==> src/rtl/alu_seq_pkg.sv <==
// rtl/alu_seq_pkg.sv - op codes, FSM states and command layout for alu_op_sequencer
// Shared by the sequencer top and its testbench; no ports.
package alu_seq_pkg;

  typedef enum logic [1:0] {
    OP_ADD = 2'b00,
    OP_SUB = 2'b01,
    OP_MUL = 2'b10,
    OP_DIV = 2'b11
  } op_e;

  typedef enum logic [1:0] {
    ST_IDLE  = 2'b00,
    ST_DRIVE = 2'b01,
    ST_RESP  = 2'b10
  } state_e;

  localparam logic [7:0] DIV0_RESULT = 8'hFF;

  // FIFO entry layout {op, b, a}; op lands in the top bits.
  typedef struct packed {
    op_e        op;
    logic [3:0] b;
    logic [3:0] a;
  } cmd_t;

  localparam int CMD_W = $bits(cmd_t);

  function automatic logic is_div0(input op_e op, input logic [3:0] b);
    return (op == OP_DIV) && (b == 4'd0);
  endfunction

endpackage

==> src/rtl/alu_op_sequencer_if.sv <==
// rtl/alu_op_sequencer_if.sv - command, ALU and response bundle for alu_op_sequencer
// Signals:
//   cmd_valid/cmd_ready/cmd_a/cmd_b/cmd_op  command port into the sequencer
//   alu_a/alu_b/alu_s -> alu_y              combinational ALU driven by the sequencer
//   rsp_valid/rsp_ready/rsp_y/rsp_err       response port out of the sequencer
// master = sequencer side, slave = command source / ALU / response sink.
interface alu_op_sequencer_if;

  logic       cmd_valid;
  logic       cmd_ready;
  logic [3:0] cmd_a;
  logic [3:0] cmd_b;
  logic [1:0] cmd_op;

  logic [3:0] alu_a;
  logic [3:0] alu_b;
  logic [1:0] alu_s;
  logic [7:0] alu_y;

  logic       rsp_valid;
  logic       rsp_ready;
  logic [7:0] rsp_y;
  logic       rsp_err;

  modport master (
    input  cmd_valid, cmd_a, cmd_b, cmd_op,
    output cmd_ready,
    output alu_a, alu_b, alu_s,
    input  alu_y,
    output rsp_valid, rsp_y, rsp_err,
    input  rsp_ready
  );

  modport slave (
    output cmd_valid, cmd_a, cmd_b, cmd_op,
    input  cmd_ready,
    input  alu_a, alu_b, alu_s,
    output alu_y,
    input  rsp_valid, rsp_y, rsp_err,
    output rsp_ready
  );

endinterface

==> src/rtl/alu_cmd_fifo.sv <==
// rtl/alu_cmd_fifo.sv - command FIFO for alu_op_sequencer
// Ports:
//   clk, rst_n   clock, synchronous active-low reset (empties the FIFO)
//   push, wdata  write strobe and entry; ignored while full
//   pop          read strobe; ignored while empty
//   rdata        head entry (valid while !empty)
//   full, empty  occupancy flags
module alu_cmd_fifo #(
  parameter int WIDTH = 10,
  parameter int DEPTH = 4
) (
  input  logic             clk,
  input  logic             rst_n,
  input  logic             push,
  input  logic [WIDTH-1:0] wdata,
  input  logic             pop,
  output logic [WIDTH-1:0] rdata,
  output logic             full,
  output logic             empty
);

  localparam int AW = $clog2(DEPTH);

  logic [WIDTH-1:0] mem [DEPTH];
  // One extra pointer bit: equal low bits with differing top bit means full.
  logic [AW:0]      wptr;
  logic [AW:0]      rptr;
  logic             do_push;
  logic             do_pop;

  assign do_push = push && !full;
  assign do_pop  = pop && !empty;

  always_ff @(posedge clk) begin
    if (!rst_n) begin
      wptr <= '0;
      rptr <= '0;
    end else begin
      if (do_push) wptr <= wptr + (AW+1)'(1);
      if (do_pop)  rptr <= rptr + (AW+1)'(1);
    end
  end

  // Storage needs no reset; the pointers define which entries are live.
  always_ff @(posedge clk) begin
    if (do_push) mem[wptr[AW-1:0]] <= wdata;
  end

  assign rdata = mem[rptr[AW-1:0]];
  assign empty = (wptr == rptr);
  assign full  = (wptr[AW] != rptr[AW]) && (wptr[AW-1:0] == rptr[AW-1:0]);

endmodule

==> src/rtl/alu_op_sequencer.sv <==
// rtl/alu_op_sequencer.sv - queues ALU commands, drives the ALU, returns registered results
// Ports:
//   clk       single clock, rising edge
//   rst_n     synchronous active-low reset
//   bus       alu_op_sequencer_if.master: command in, ALU out/in, response out
//   busy      FSM not idle or FIFO not empty
//   op_count  responses completed, wraps
module alu_op_sequencer
  import alu_seq_pkg::*;
#(
  parameter int FIFO_DEPTH = 4,
  parameter int CNT_W      = 8
) (
  input  logic                 clk,
  input  logic                 rst_n,
  alu_op_sequencer_if.master   bus,
  output logic                 busy,
  output logic [CNT_W-1:0]     op_count
);

  state_e state_q;
  state_e state_d;
  cmd_t   push_cmd;
  cmd_t   head_cmd;
  logic   fifo_full;
  logic   fifo_empty;
  logic   push;
  logic   pop;
  logic   capture;
  logic   retire;

  assign push_cmd = '{op: op_e'(bus.cmd_op), b: bus.cmd_b, a: bus.cmd_a};

  // Ready comes only from FIFO space: a command never bypasses the FIFO.
  assign bus.cmd_ready = rst_n && !fifo_full;
  assign push          = bus.cmd_valid && bus.cmd_ready;

  alu_cmd_fifo #(
    .WIDTH (CMD_W),
    .DEPTH (FIFO_DEPTH)
  ) u_fifo (
    .clk   (clk),
    .rst_n (rst_n),
    .push  (push),
    .wdata (push_cmd),
    .pop   (pop),
    .rdata (head_cmd),
    .full  (fifo_full),
    .empty (fifo_empty)
  );

  always_comb begin
    state_d = state_q;
    pop     = 1'b0;
    capture = 1'b0;
    retire  = 1'b0;
    case (state_q)
      ST_IDLE: begin
        if (!fifo_empty) begin
          pop     = 1'b1;
          state_d = ST_DRIVE;
        end
      end
      ST_DRIVE: begin
        capture = 1'b1;
        state_d = ST_RESP;
      end
      ST_RESP: begin
        if (bus.rsp_valid && bus.rsp_ready) begin
          retire  = 1'b1;
          state_d = ST_IDLE;
        end
      end
      default: state_d = ST_IDLE;
    endcase
  end

  always_ff @(posedge clk) begin
    if (!rst_n) begin
      state_q       <= ST_IDLE;
      bus.alu_a     <= '0;
      bus.alu_b     <= '0;
      bus.alu_s     <= '0;
      bus.rsp_valid <= 1'b0;
      bus.rsp_y     <= '0;
      bus.rsp_err   <= 1'b0;
      op_count      <= '0;
    end else begin
      state_q <= state_d;
      // ALU operands move only on a pop, so they stay stable through RESP.
      if (pop) begin
        bus.alu_a <= head_cmd.a;
        bus.alu_b <= head_cmd.b;
        bus.alu_s <= head_cmd.op;
      end
      if (capture) begin
        bus.rsp_valid <= 1'b1;
        if (is_div0(op_e'(bus.alu_s), bus.alu_b)) begin
          bus.rsp_y   <= DIV0_RESULT;
          bus.rsp_err <= 1'b1;
        end else begin
          bus.rsp_y   <= bus.alu_y;
          bus.rsp_err <= 1'b0;
        end
      end
      if (retire) begin
        bus.rsp_valid <= 1'b0;
        op_count      <= op_count + CNT_W'(1);
      end
    end
  end

  assign busy = (state_q != ST_IDLE) || !fifo_empty;

endmodule

==> src/flat_wrapper.sv <==
// flat-port wrapper written by rule: the top's interface ports become plain ports
module alu_op_sequencer_flat import alu_seq_pkg::*;
#(
  parameter int FIFO_DEPTH = 4,
  parameter int CNT_W      = 8
)
  (clk, rst_n, busy, op_count, bus_cmd_valid, bus_cmd_a, bus_cmd_b, bus_cmd_op, bus_cmd_ready, bus_alu_a, bus_alu_b, bus_alu_s, bus_alu_y, bus_rsp_valid, bus_rsp_y, bus_rsp_err, bus_rsp_ready);
  alu_op_sequencer_if bus_i ();
  input  logic clk;
  input  logic rst_n;
  output logic busy;
  output logic [CNT_W-1:0] op_count;
  input wire logic [$bits(bus_i.cmd_valid)-1:0] bus_cmd_valid;
  input wire logic [$bits(bus_i.cmd_a)-1:0] bus_cmd_a;
  input wire logic [$bits(bus_i.cmd_b)-1:0] bus_cmd_b;
  input wire logic [$bits(bus_i.cmd_op)-1:0] bus_cmd_op;
  output wire logic [$bits(bus_i.cmd_ready)-1:0] bus_cmd_ready;
  output wire logic [$bits(bus_i.alu_a)-1:0] bus_alu_a;
  output wire logic [$bits(bus_i.alu_b)-1:0] bus_alu_b;
  output wire logic [$bits(bus_i.alu_s)-1:0] bus_alu_s;
  input wire logic [$bits(bus_i.alu_y)-1:0] bus_alu_y;
  output wire logic [$bits(bus_i.rsp_valid)-1:0] bus_rsp_valid;
  output wire logic [$bits(bus_i.rsp_y)-1:0] bus_rsp_y;
  output wire logic [$bits(bus_i.rsp_err)-1:0] bus_rsp_err;
  input wire logic [$bits(bus_i.rsp_ready)-1:0] bus_rsp_ready;
  assign bus_i.cmd_valid = bus_cmd_valid;
  assign bus_i.cmd_a = bus_cmd_a;
  assign bus_i.cmd_b = bus_cmd_b;
  assign bus_i.cmd_op = bus_cmd_op;
  assign bus_cmd_ready = bus_i.cmd_ready;
  assign bus_alu_a = bus_i.alu_a;
  assign bus_alu_b = bus_i.alu_b;
  assign bus_alu_s = bus_i.alu_s;
  assign bus_i.alu_y = bus_alu_y;
  assign bus_rsp_valid = bus_i.rsp_valid;
  assign bus_rsp_y = bus_i.rsp_y;
  assign bus_rsp_err = bus_i.rsp_err;
  assign bus_i.rsp_ready = bus_rsp_ready;
  alu_op_sequencer #(.FIFO_DEPTH(FIFO_DEPTH), .CNT_W(CNT_W)) u_core (.clk(clk), .rst_n(rst_n), .bus(bus_i), .busy(busy), .op_count(op_count));
endmodule
==> config.mk <==
export PLATFORM = sky130hd
export DESIGN_NAME = alu_op_sequencer_flat
export DESIGN_NICKNAME = d
export VERILOG_FILES = /design/src/rtl/alu_seq_pkg.sv /design/src/rtl/alu_op_sequencer_if.sv /design/src/rtl/alu_cmd_fifo.sv /design/src/rtl/alu_op_sequencer.sv /design/src/flat_wrapper.sv
export SDC_FILE = /design/constraint.sdc
export NUM_CORES = 1
export LEC_CHECK = 0
export BUFFER_PORTS_ARGS = -buffer_cell sky130_fd_sc_hd__buf_4
export CAP_MARGIN = 30
export CORE_MARGIN = 2
export CORE_UTILIZATION = 40
export DETAILED_ROUTE_END_ITERATION = 6
export PLACE_DENSITY = 0.64
export SYNTH_ARGS = -nofsm -noshare
export SYNTH_HDL_FRONTEND = slang
export SYNTH_SLANG_ARGS = --single-unit
==> constraint.sdc <==
create_clock -name clk -period 1.99 [get_ports clk]
set_input_delay 0.4975 -clock clk [delete_from_list [all_inputs] [get_ports clk]]
set_output_delay 0.4975 -clock clk [all_outputs]
set_load 0.005 [all_outputs]
Word level (Yosys, flattened, before mapping)
Memory sizes are Yosys's and may differ from the RTL's. A register that Yosys moved wholly into a read port is not among the register bits.
Index checks and enable logic that the tools add are counted.
{"block": "totals", "ff_bits": 26, "latch_bits": 0, "ramBits": 40, "rom_bits": 0, "in_bits": 22, "output_inout_bits": 30, "wordCells": 48, "mem_count": 1}
{"memory": "u_core.u_fifo.mem", "depth": 4, "word_bits": 10, "read_ports": 1, "rd_ports_with_merged_regs": 1, "write_ports": 1, "line_no": "alu_cmd_fifo.sv:24", "source": "logic [WIDTH-1:0] mem [DEPTH];"}
{"block": "op_classes", "addsub": 3, "multipliers": 0, "div_mod_pow": 0, "n_lt_le_gt_ge": 0, "eq_ne": 8, "shift": 0, "n_mux": 12, "n_bitwise": 1, "reduce_logical": 16}
{"cell": "adder 8 x 1 -> 8 bit (second input constant)", "count": 1}
{"cell": "two-way mux 1 bit", "count": 8}
{"cell": "two-way mux 8 bit", "count": 1}
{"cell": "logical AND 1 bit", "count": 7}
{"cell": "adder 3 x 1 -> 3 bit (second input constant)", "count": 2}
{"cell": "case mux 2 bit (3 select lines)", "count": 1}
{"cell": "== test 2 bit (second input constant)", "count": 2}
{"cell": "logical NOT 4 bit", "count": 1}
{"cell": "two-way mux 2 bit", "count": 2}
{"cell": "== test 3 bit", "count": 1}
{"cell": "logical NOT 1 bit", "count": 3}
{"cell": "== test 2 x 1 -> 1 bit (second input constant)", "count": 1}
{"cell": "== test 2 bit", "count": 1}
{"cell": "logical NOT 2 bit", "count": 1}
{"cell": "inequality test 2 x 1 -> 1 bit (second input constant)", "count": 1}
{"cell": "inequality test 2 bit (second input constant)", "count": 1}
{"cell": "AND reduction 2 bit", "count": 1}
{"cell": "nonzero test 2 bit", "count": 1}
{"cell": "OR reduction 2 bit", "count": 1}
{"cell": "logical OR 1 bit", "count": 1}
{"cell": "inequality test 1 bit", "count": 1}
{"cell": "inverter 1 bit", "count": 1}

Logic depth before layout (Yosys ltp)
Gate-level depths: netlist (run 1).
{"block": "logic_depth", "depth_word": 8, "depth_mapped": 5, "mapped_depth_nobuf": 4}

By module
Synthesis (run 1) repeated with hierarchy kept, for this count alone.
{"block": "unflattened", "hier_cells": 263, "area_unflattened_um2": 3206.8}
{"module": "alu_cmd_fifo", "n_inst": 1, "cells_per_inst": 120, "area_each_um2": 2009.4, "seq_area_each_um2": 1361.3}
{"module": "alu_op_sequencer", "n_inst": 1, "cells_per_inst": 143, "area_each_um2": 1197.4, "seq_area_each_um2": 600.6}

Least setup slack after synthesis (run 1)
OpenSTA, ideal clock, no wires.
{"block": "synth_timing", "path_kind": "register -> register", "from": "register u_core.u_fifo.rptr[0]", "to": "memory u_core.u_fifo.mem[1][0] (enable)", "arrival_ns": 1.425, "t_required_ns": 1.647, "path_slack_ns": 0.222, "path_stages_with_launch": 5, "path_buffers": 1, "period_less_slack_ns": 1.768, "cell_sequence": "dfxtp_1 -> buf_6 -> xor2_1 -> o31a_1 -> and3_1"}
{"block": "synth_via", "elab_chain_len": 8}
{"item": "from (decl)", "line_no": "alu_cmd_fifo.sv:27", "source": "logic [AW:0] rptr;"}
{"item": "from (signal assigned)", "line_no": "alu_cmd_fifo.sv:40", "source": "if (do_pop) rptr <= rptr + (AW+1)'(1);"}
{"item": "== test 2 bit *", "line_no": "alu_cmd_fifo.sv:51", "source": "assign full = (wptr[AW] != rptr[AW]) && (wptr[AW-1:0] == rptr[AW-1:0]);"}
{"item": "logical AND 1 bit *", "line_no": "alu_cmd_fifo.sv:51"}
{"item": "logical NOT 1 bit *", "line_no": "alu_cmd_fifo.sv:31, alu_op_sequencer.sv:35"}
{"item": "logical AND 1 bit", "line_no": "alu_op_sequencer.sv:35", "source": "assign bus.cmd_ready = rst_n && !fifo_full;"}
{"item": "logical AND 1 bit", "line_no": "alu_op_sequencer.sv:36", "source": "assign push = bus.cmd_valid && bus.cmd_ready;"}
{"item": "logical AND 1 bit *", "line_no": "alu_cmd_fifo.sv:31", "source": "assign do_push = push && !full;"}
{"item": "two-way mux 1 bit *", "line_no": "alu_cmd_fifo.sv:46", "source": "if (do_push) mem[wptr[AW-1:0]] <= wdata;"}
{"item": "two-way mux 1 bit (implied by the code) *", "line_no": "alu_cmd_fifo.sv:46"}
{"item": "to (decl)", "line_no": "alu_cmd_fifo.sv:24"}
Every way passes the cells marked *; elsewhere a longest branch is shown, timed or not.

Worst setup path after layout (run 1)
{"block": "layout_timing", "from": "register u_core.u_fifo.wptr[2]", "to": "output port bus_cmd_ready"}
{"block": "layout_via", "elab_chain_len": 4}
{"item": "from (decl)", "line_no": "alu_cmd_fifo.sv:26", "source": "logic [AW:0] wptr;"}
{"item": "from (signal assigned)", "line_no": "alu_cmd_fifo.sv:39", "source": "if (do_push) wptr <= wptr + (AW+1)'(1);"}
{"item": "inequality test 1 bit", "line_no": "alu_cmd_fifo.sv:51"}
{"item": "logical AND 1 bit", "line_no": "alu_cmd_fifo.sv:51"}
{"item": "logical NOT 1 bit", "line_no": "alu_op_sequencer.sv:35"}
{"item": "logical AND 1 bit", "line_no": "alu_op_sequencer.sv:35"}
{"item": "to (decl)", "line_no": "flat_wrapper.sv:17", "source": "output wire logic [$bits(bus_i.cmd_ready)-1:0] bus_cmd_ready;"}
Every way passes these cells.

==> results.yml, run 1 <==
finish:
  layout-drive-gt1-share_pct: 31.63
  layout.cells.most_common_list: "buf_4, edfxtp_1, dfxtp_1, nand2_1, a21oi_1"
  multi_input_logic_area_um2: 1149
  nets: 336
  seqCellArea_um2: 1923
  area_growth_syn_to_layout_pct: 25.16
  layout_commonest_cell: "buf_4"
  antenna_cells: 0
  layoutNonFillerInstCount: 415
  final.fill_count: 681
  postLayoutCellArea_um2: 3940
power:
  power.internal_mw: 3.374
  pleak_nw: 1.562
  pwr_density_cell_nw_per_um2: 1228
  clkPwrFrac_pct: 27.0
  power_switching_share_pct: 30.25
  ir_drop_v: 0.0007008
  seqPwrFrac_pct: 42.5
  p_comb_share_pct: 30.5
  net_sw_power_mw: 1.463
placed_design:
  place.gp.congestion: 0.7295
  placed_area_um2: 3692
  port_buffers: 51
  post-place-cells: 399
  dp_hpwl_um: 4236
worst_hold_path:
  min-delay-start: "bus_cmd_b[0]"
  hold_path_end: "u_core.u_fifo.mem[1][4]"
  worstHoldPathType: "in2reg"
  worstHoldPathCells: 1
synth:
  postSynthAreaPerCell_um2: 12.85
  post_synthesis_cell_type_count: 38
  syn-cell-area_um2: 3148
  gate_count_post_synth: 245
  ys_dominant_reg_cell: "edfxtp_1"
  ys_seq_elements: 76
  syn_nets: 273
  yosys_warnings: 0
  synth-edff-count: 40
  ys_async_sr_fraction_pct: 0
  synth.yosys.seq_area_share_pct: 61.05
floorplanning:
  row_count: 32
  die_width_um: 92.72
  fp.dieArea_um2: 8596
  fp.coreArea_um2: 7687
  initial_core_utilization_pct: 40.95
  design.portCount: 52
  floorplan.die.height_um: 92.72
critical_path:
  cp-start-kind: "register"
  critPathArrivalTime_ns: 1.38
  rr_worst_depth: 4
  r2r_setup_slack_ns: 0.29
  critical_path.endpoint_type: "output port"
  worstSetupPathType: "reg2out"
  critical_path.max_fanout: 5
  critical_path.reg2reg.endpoint: "u_core.u_fifo.mem[1][5]"
  cp.required_ns: 1.49
  timing.rr.start: "u_core.u_fifo.wptr[2]"
global_routing:
  use_met3_pct: 5.045
  grt_most_used_layer: "met2"
  globalRoute.totalOverflow: 0
  global_route.usage.met1_pct: 20.66
  antenna_found_initial: 0
  grt_pass1_vias: 1974
  grt_usage_pct: 15.84
  grt_first_pass_wirelength_um: 10160
  grt_use_met2_pct: 24.70
  grt_max_degree: 30
run_status:
  outcome: "complete, no violations"
sta:
  finalWorstPathRequiredPeriod_ns: 1.881
  hold_violations: 0
  max_freq_ghz: 0.5318
  whs_ns: 0.3473
  rsz0062_at_grt: "false"
  final_setup_vio_count: 0
  fin_worst_skew_ns: 0.008860
  layout_worst_path_cycle_share_pct: 94.50
  slew-limit-headroom_pct: 59.39
  worst-slew-pin-transition_ns: 0.6079
  fin_setup_tns_ns: 0
  drv_slew: 0
clock_tree:
  clk_transition_reported_paths_ns: 0.08
  clk_latency_ns: 0.35
  tritoncts.num_buffers: 9
  clock-root-buffer: "clkbuf_8"
  cts_tree: "built"
  cts.path.max_buffers: 2
  ctsHtreeMaxLevel: 3
  clock_sink_count: 76
detailed_routing:
  drt_wl_total_um: 6259
  drt_first_pass_iters: 4
  post_drt_via_cell_ratio: 5.094
  dr.first_iter.drc_count: 88
  via_count: 2114
  avgRoutedWirePerCell_um: 15.08
  drt.antenna.violating_nets: 0
  drcViolationCount: 0
run:
  maxCapViolCount: 0
-- through the flow --
stage / power, mW / util, % / worst slack, ns
after floorplan: 2.973 / - / 0.2216
after global placement: 3.524 / 48.03 / 0.2708
after detailed placement: 3.546 / 48.03 / 0.2648
after CTS: 4.872 / 50.99 / 0.04344
after global routing: 5.106 / 51.25 / 0.01201
final: 4.838 / 51.25 / 0.1094
-- cell families after synthesis --
| logic type | share of synthesized area [%] |
|---|---|
| AO/OA/AOI/OAI | 8.188 |
| XOR/XNOR | 2.186 |
| adder cells (fa/ha/maj) | 2.385 |
| buffers and inverters | 3.100 |
| flip-flops | 61.05 |
| multiplexers | 12.24 |
| AND/OR/NAND/NOR | 10.85 |
-- state kept, by name, summed over array words and instances, names as in the netlist --
register	cells
u_core.u_fifo.wptr	3
u_core.state_q	2
u_core.bus.rsp_y	8
u_core.bus.alu_s	2
u_core.op_count	8
u_core.bus.alu_a	4
u_core.bus.rsp_err	1
u_core.bus.alu_b	4
u_core.u_fifo.rptr	3
u_core.bus.rsp_valid	1
u_core.u_fifo.mem	40
-- worst max-delay path, stage by stage, from the launching register on --
cell and delay, ns:
dfxtp_1 0.42, xnor2_1 0.17, nor3_2 0.26, nor2_1 0.06, buf_4 0.13
-- layout make-up --
| cell class | instances | share of cell area, % |
|---|---|---|
| Clock buffer | 10 | 3.239 |
| Inverter | 5 | 0.4763 |
| Sequential cell | 76 | 48.81 |
| Multi-Input combinational cell | 150 | 29.15 |
| Clock inverter | 6 | 2.413 |
| Timing Repair Buffer | 66 | 12.67 |
| Tap cell | 102 | 3.239 |
-- power by group through the flow --
stage / logic, mW / registers [mW] / clock network, mW
global route: 1.60 / 2.09 / 1.41
global placement: 1.44 / 2.09 / 0
finish: 1.47 / 2.06 / 1.31
CTS: 1.47 / 2.06 / 1.35
floorplan: 0.893 / 2.08 / 0
detailed placement: 1.46 / 2.09 / 0
-- cell usage after synthesis (all sizes together), types with 2 or more instances --
master	instances	area share, %
a21oi	24	3.8
and3	4	0.79
buf	7	1.7
clkbuf	7	0.83
dfxtp	36	23
edfxtp	40	38
ha	6	2.4
inv	5	0.60
mux2i	16	5.1
mux4	10	7.2
nand2	33	3.9
nand2b	3	0.60
nand3	5	0.79
nand4b	2	0.56
nor2	6	0.72
nor2b	2	0.40
nor4	2	0.60
o21ai	12	1.9
o31ai	3	1.2
or3	3	0.60
or4	2	0.48
xnor2	3	0.83
xor2	4	1.4
-- routing by layer --
layer	routed length, µm	vias up
li1	-	1031
met1	2763	1007
met2	2946	68
met3	444	8
met4	104	0
met5	0	-
-- timing repair --
action | CTS | global route
hold buffers | 0 | 0
setup endpoints to repair | 2 | 2
resized for setup | 2 | 3
endpoints found under the hold margin | 0 | 0
setup buffers | 0 | 0
-- how the worst max path moves through the flow --
stage                          start                 endpoint  slack (ns)
2_1_floorplan  u_core.u_fifo.rptr[0]  u_core.u_fifo.mem[1][0]        0.22
3_3_place_gp   u_core.u_fifo.wptr[1]  u_core.u_fifo.mem[1][6]        0.27
3_5_place_dp   u_core.u_fifo.wptr[1]  u_core.u_fifo.mem[3][1]        0.26
4_1_cts        u_core.u_fifo.rptr[1]                     busy        0.04
5_1_grt            u_core.state_q[1]                     busy        0.01
6_report       u_core.u_fifo.wptr[2]            bus_cmd_ready        0.11
Note: power is estimated with default switching activity, not from simulation.
==> run 2: changes to the inputs <==
CTS_BUF_LIST = sky130_fd_sc_hd__clkbuf_4   (was default)
==> run 2 against run 1 <==
Net effect: register-to-register slack improved by 0.04 ns; power shrank 3.1%; clock skew increased by 0.0022 ns; hold slack worse by 0.072 ns; global-route usage is 0.26 points lower; critical path depth did not move; routed wire length increased by 0.45%; via count is essentially flat; die area unchanged; non-clock buffer count grew 1; cell count grew 0.24%; core utilization barely moved; critical path type unchanged; highest routed layer unchanged.
==> results.yml, run 2 (same netlist as run 1, synthesis figures left out) <==
global_routing:
  antenna_found_initial: 0
  grt_pass1_vias: 1979
  grt_first_pass_wirelength_um: 10070
  globalRoute.totalOverflow: 0
  grt_usage_pct: 15.58
  grt_max_degree: 30
critical_path:
  rr_worst_depth: 4
  cp-start-kind: "register"
  critical_path.reg2reg.endpoint: "u_core.u_fifo.mem[1][5]"
  critPathArrivalTime_ns: 1.40
  cp.required_ns: 1.49
  r2r_setup_slack_ns: 0.33
  timing.rr.start: "u_core.u_fifo.wptr[1]"
  worstSetupPathType: "reg2out"
  critical_path.endpoint_type: "output port"
  startpoint: "u_core.u_fifo.wptr[1]"
  critical_path.max_fanout: 6
floorplanning:
  die_width_um: 92.72
  design.portCount: 52
  floorplan.die.height_um: 92.72
  fp.coreArea_um2: 7687
  fp.dieArea_um2: 8596
  initial_core_utilization_pct: 40.95
  row_count: 32
sta:
  layout_worst_path_cycle_share_pct: 95.13
  hold_violations: 0
  final_setup_vio_count: 0
  drv_slew: 0
  final_worst_setup_slack_ns: 0.09689
  finalWorstPathRequiredPeriod_ns: 1.893
  fin_worst_skew_ns: 0.01109
  whs_ns: 0.2750
  slew-limit-headroom_pct: 59.02
  max_freq_ghz: 0.5282
  worst-slew-pin-transition_ns: 0.6134
finish:
  layout_commonest_cell: "buf_4"
  area_growth_syn_to_layout_pct: 25.04
  multi_input_logic_area_um2: 1181
  largest_register_ff_count: 40
  antenna_cells: 0
  layoutNonFillerInstCount: 416
  nets: 337
  seqCellArea_um2: 1928
  layout.cells.most_common_list: "buf_4, edfxtp_1, nand2_1, dfxtp_1, a21oi_1"
  final.fill_count: 674
  layout-drive-gt1-share_pct: 34.08
clock_tree:
  clk_transition_reported_paths_ns: 0.13
  ctsHtreeMaxLevel: 3
  clock_sink_count: 76
  tritoncts.num_buffers: 9
  clk_latency_ns: 0.42
  holdBufCountCts: 0
  cts.path.max_buffers: 2
  clock-root-buffer: "clkbuf_4"
  cts_tree: "built"
worst_hold_path:
  worstHoldPathCells: 1
  min-delay-start: "bus_cmd_a[1]"
  hold_path_end: "u_core.u_fifo.mem[1][1]"
  worstHoldPathType: "in2reg"
detailed_routing:
  post_drt_via_cell_ratio: 5.077
  avgRoutedWirePerCell_um: 15.11
  drt.antenna.violating_nets: 0
  via_count: 2112
  drcViolationCount: 0
  drt_wl_total_um: 6287
  drt_first_pass_iters: 5
  dr.first_iter.drc_count: 73
placed_design:
  place.gp.congestion: 0.7295
  port_buffers: 51
  post-place-cells: 399
  dp_worst_setup_slack_ns: 0.2648
  dp_hpwl_um: 4236
run_status:
  outcome: "complete, no violations"
power:
  pwr_density_cell_nw_per_um2: 1191
  ir_drop_v: 0.0007056
  pleak_nw: 1.555
run:
  maxCapViolCount: 0
==> run 2: cell types whose count changed in the layout (fill, tap and decap cells not counted), sizes merged <==
cell,previous run,this run
buf,66,67
==> run 2: routing by layer <==
layer | track usage, % | vias up | share of wire [%]
li1 | - | 1041 | -
met1 | 20.46 | 1016 | 46
met2 | 24.57 | 50 | 47
met3 | 5.289 | 5 | 5.5
met4 | 4.779 | 0 | 1.2
met5 | 0 | - | 0
==> run 2: how the worst max path moves through the flow <==
stage | to | cells after the start
after floorplan | u_core.u_fifo.mem[1][0] | 4
after global placement | u_core.u_fifo.mem[1][6] | 4
after detailed placement | u_core.u_fifo.mem[3][1] | 4
after CTS | busy | 3
after global routing | bus_cmd_ready | 4
final | bus_cmd_ready | 4
==> run 2: critical path: stages (launching register included) <==
cell and delay, ns:
dfxtp_2 0.46, xor2_4 0.24, nor3_2 0.08, nor2_1 0.10
buf_4 0.11
==> run 2: area by class of cell <==
cell class / instances / area share (%)
clock inverter: 6 / 2.416
timing repair buffer: 67 / 12.97
inverter: 5 / 0.4768
sequential: 76 / 48.98
multi-input combinational: 150 / 30.01
clock buffer: 10 / 1.907
tap: 102 / 3.242
==> run 2: power breakdown <==
| group | switching, mW | internal [mW] | total (mW) |
|---|---|---|---|
| combinational | 0.719 | 0.798 | 1.52 |
| sequential | 0.179 | 1.89 | 2.07 |
| clock | 0.559 | 0.537 | 1.10 |
==> run 2: timing repair <==
action                                  4_1_cts  5_1_grt
resized for setup                             4       10
endpoints found under the setup margin        2        2
buffers inserted                              1        0
pin swaps                                     0        1
==> run 2: metrics by stage <==
step                      power, mW  area [µm²]    TNS, ns  util (%)
after global placement        3.524        3692          0     48.03
final                         4.686        3936          0     51.20
after global routing          4.952        3936  -0.006693     51.20
after floorplan               2.973        3148          0         -
after CTS                     4.684        3887  -0.001270     50.57
after detailed placement      3.546        3692          0     48.03
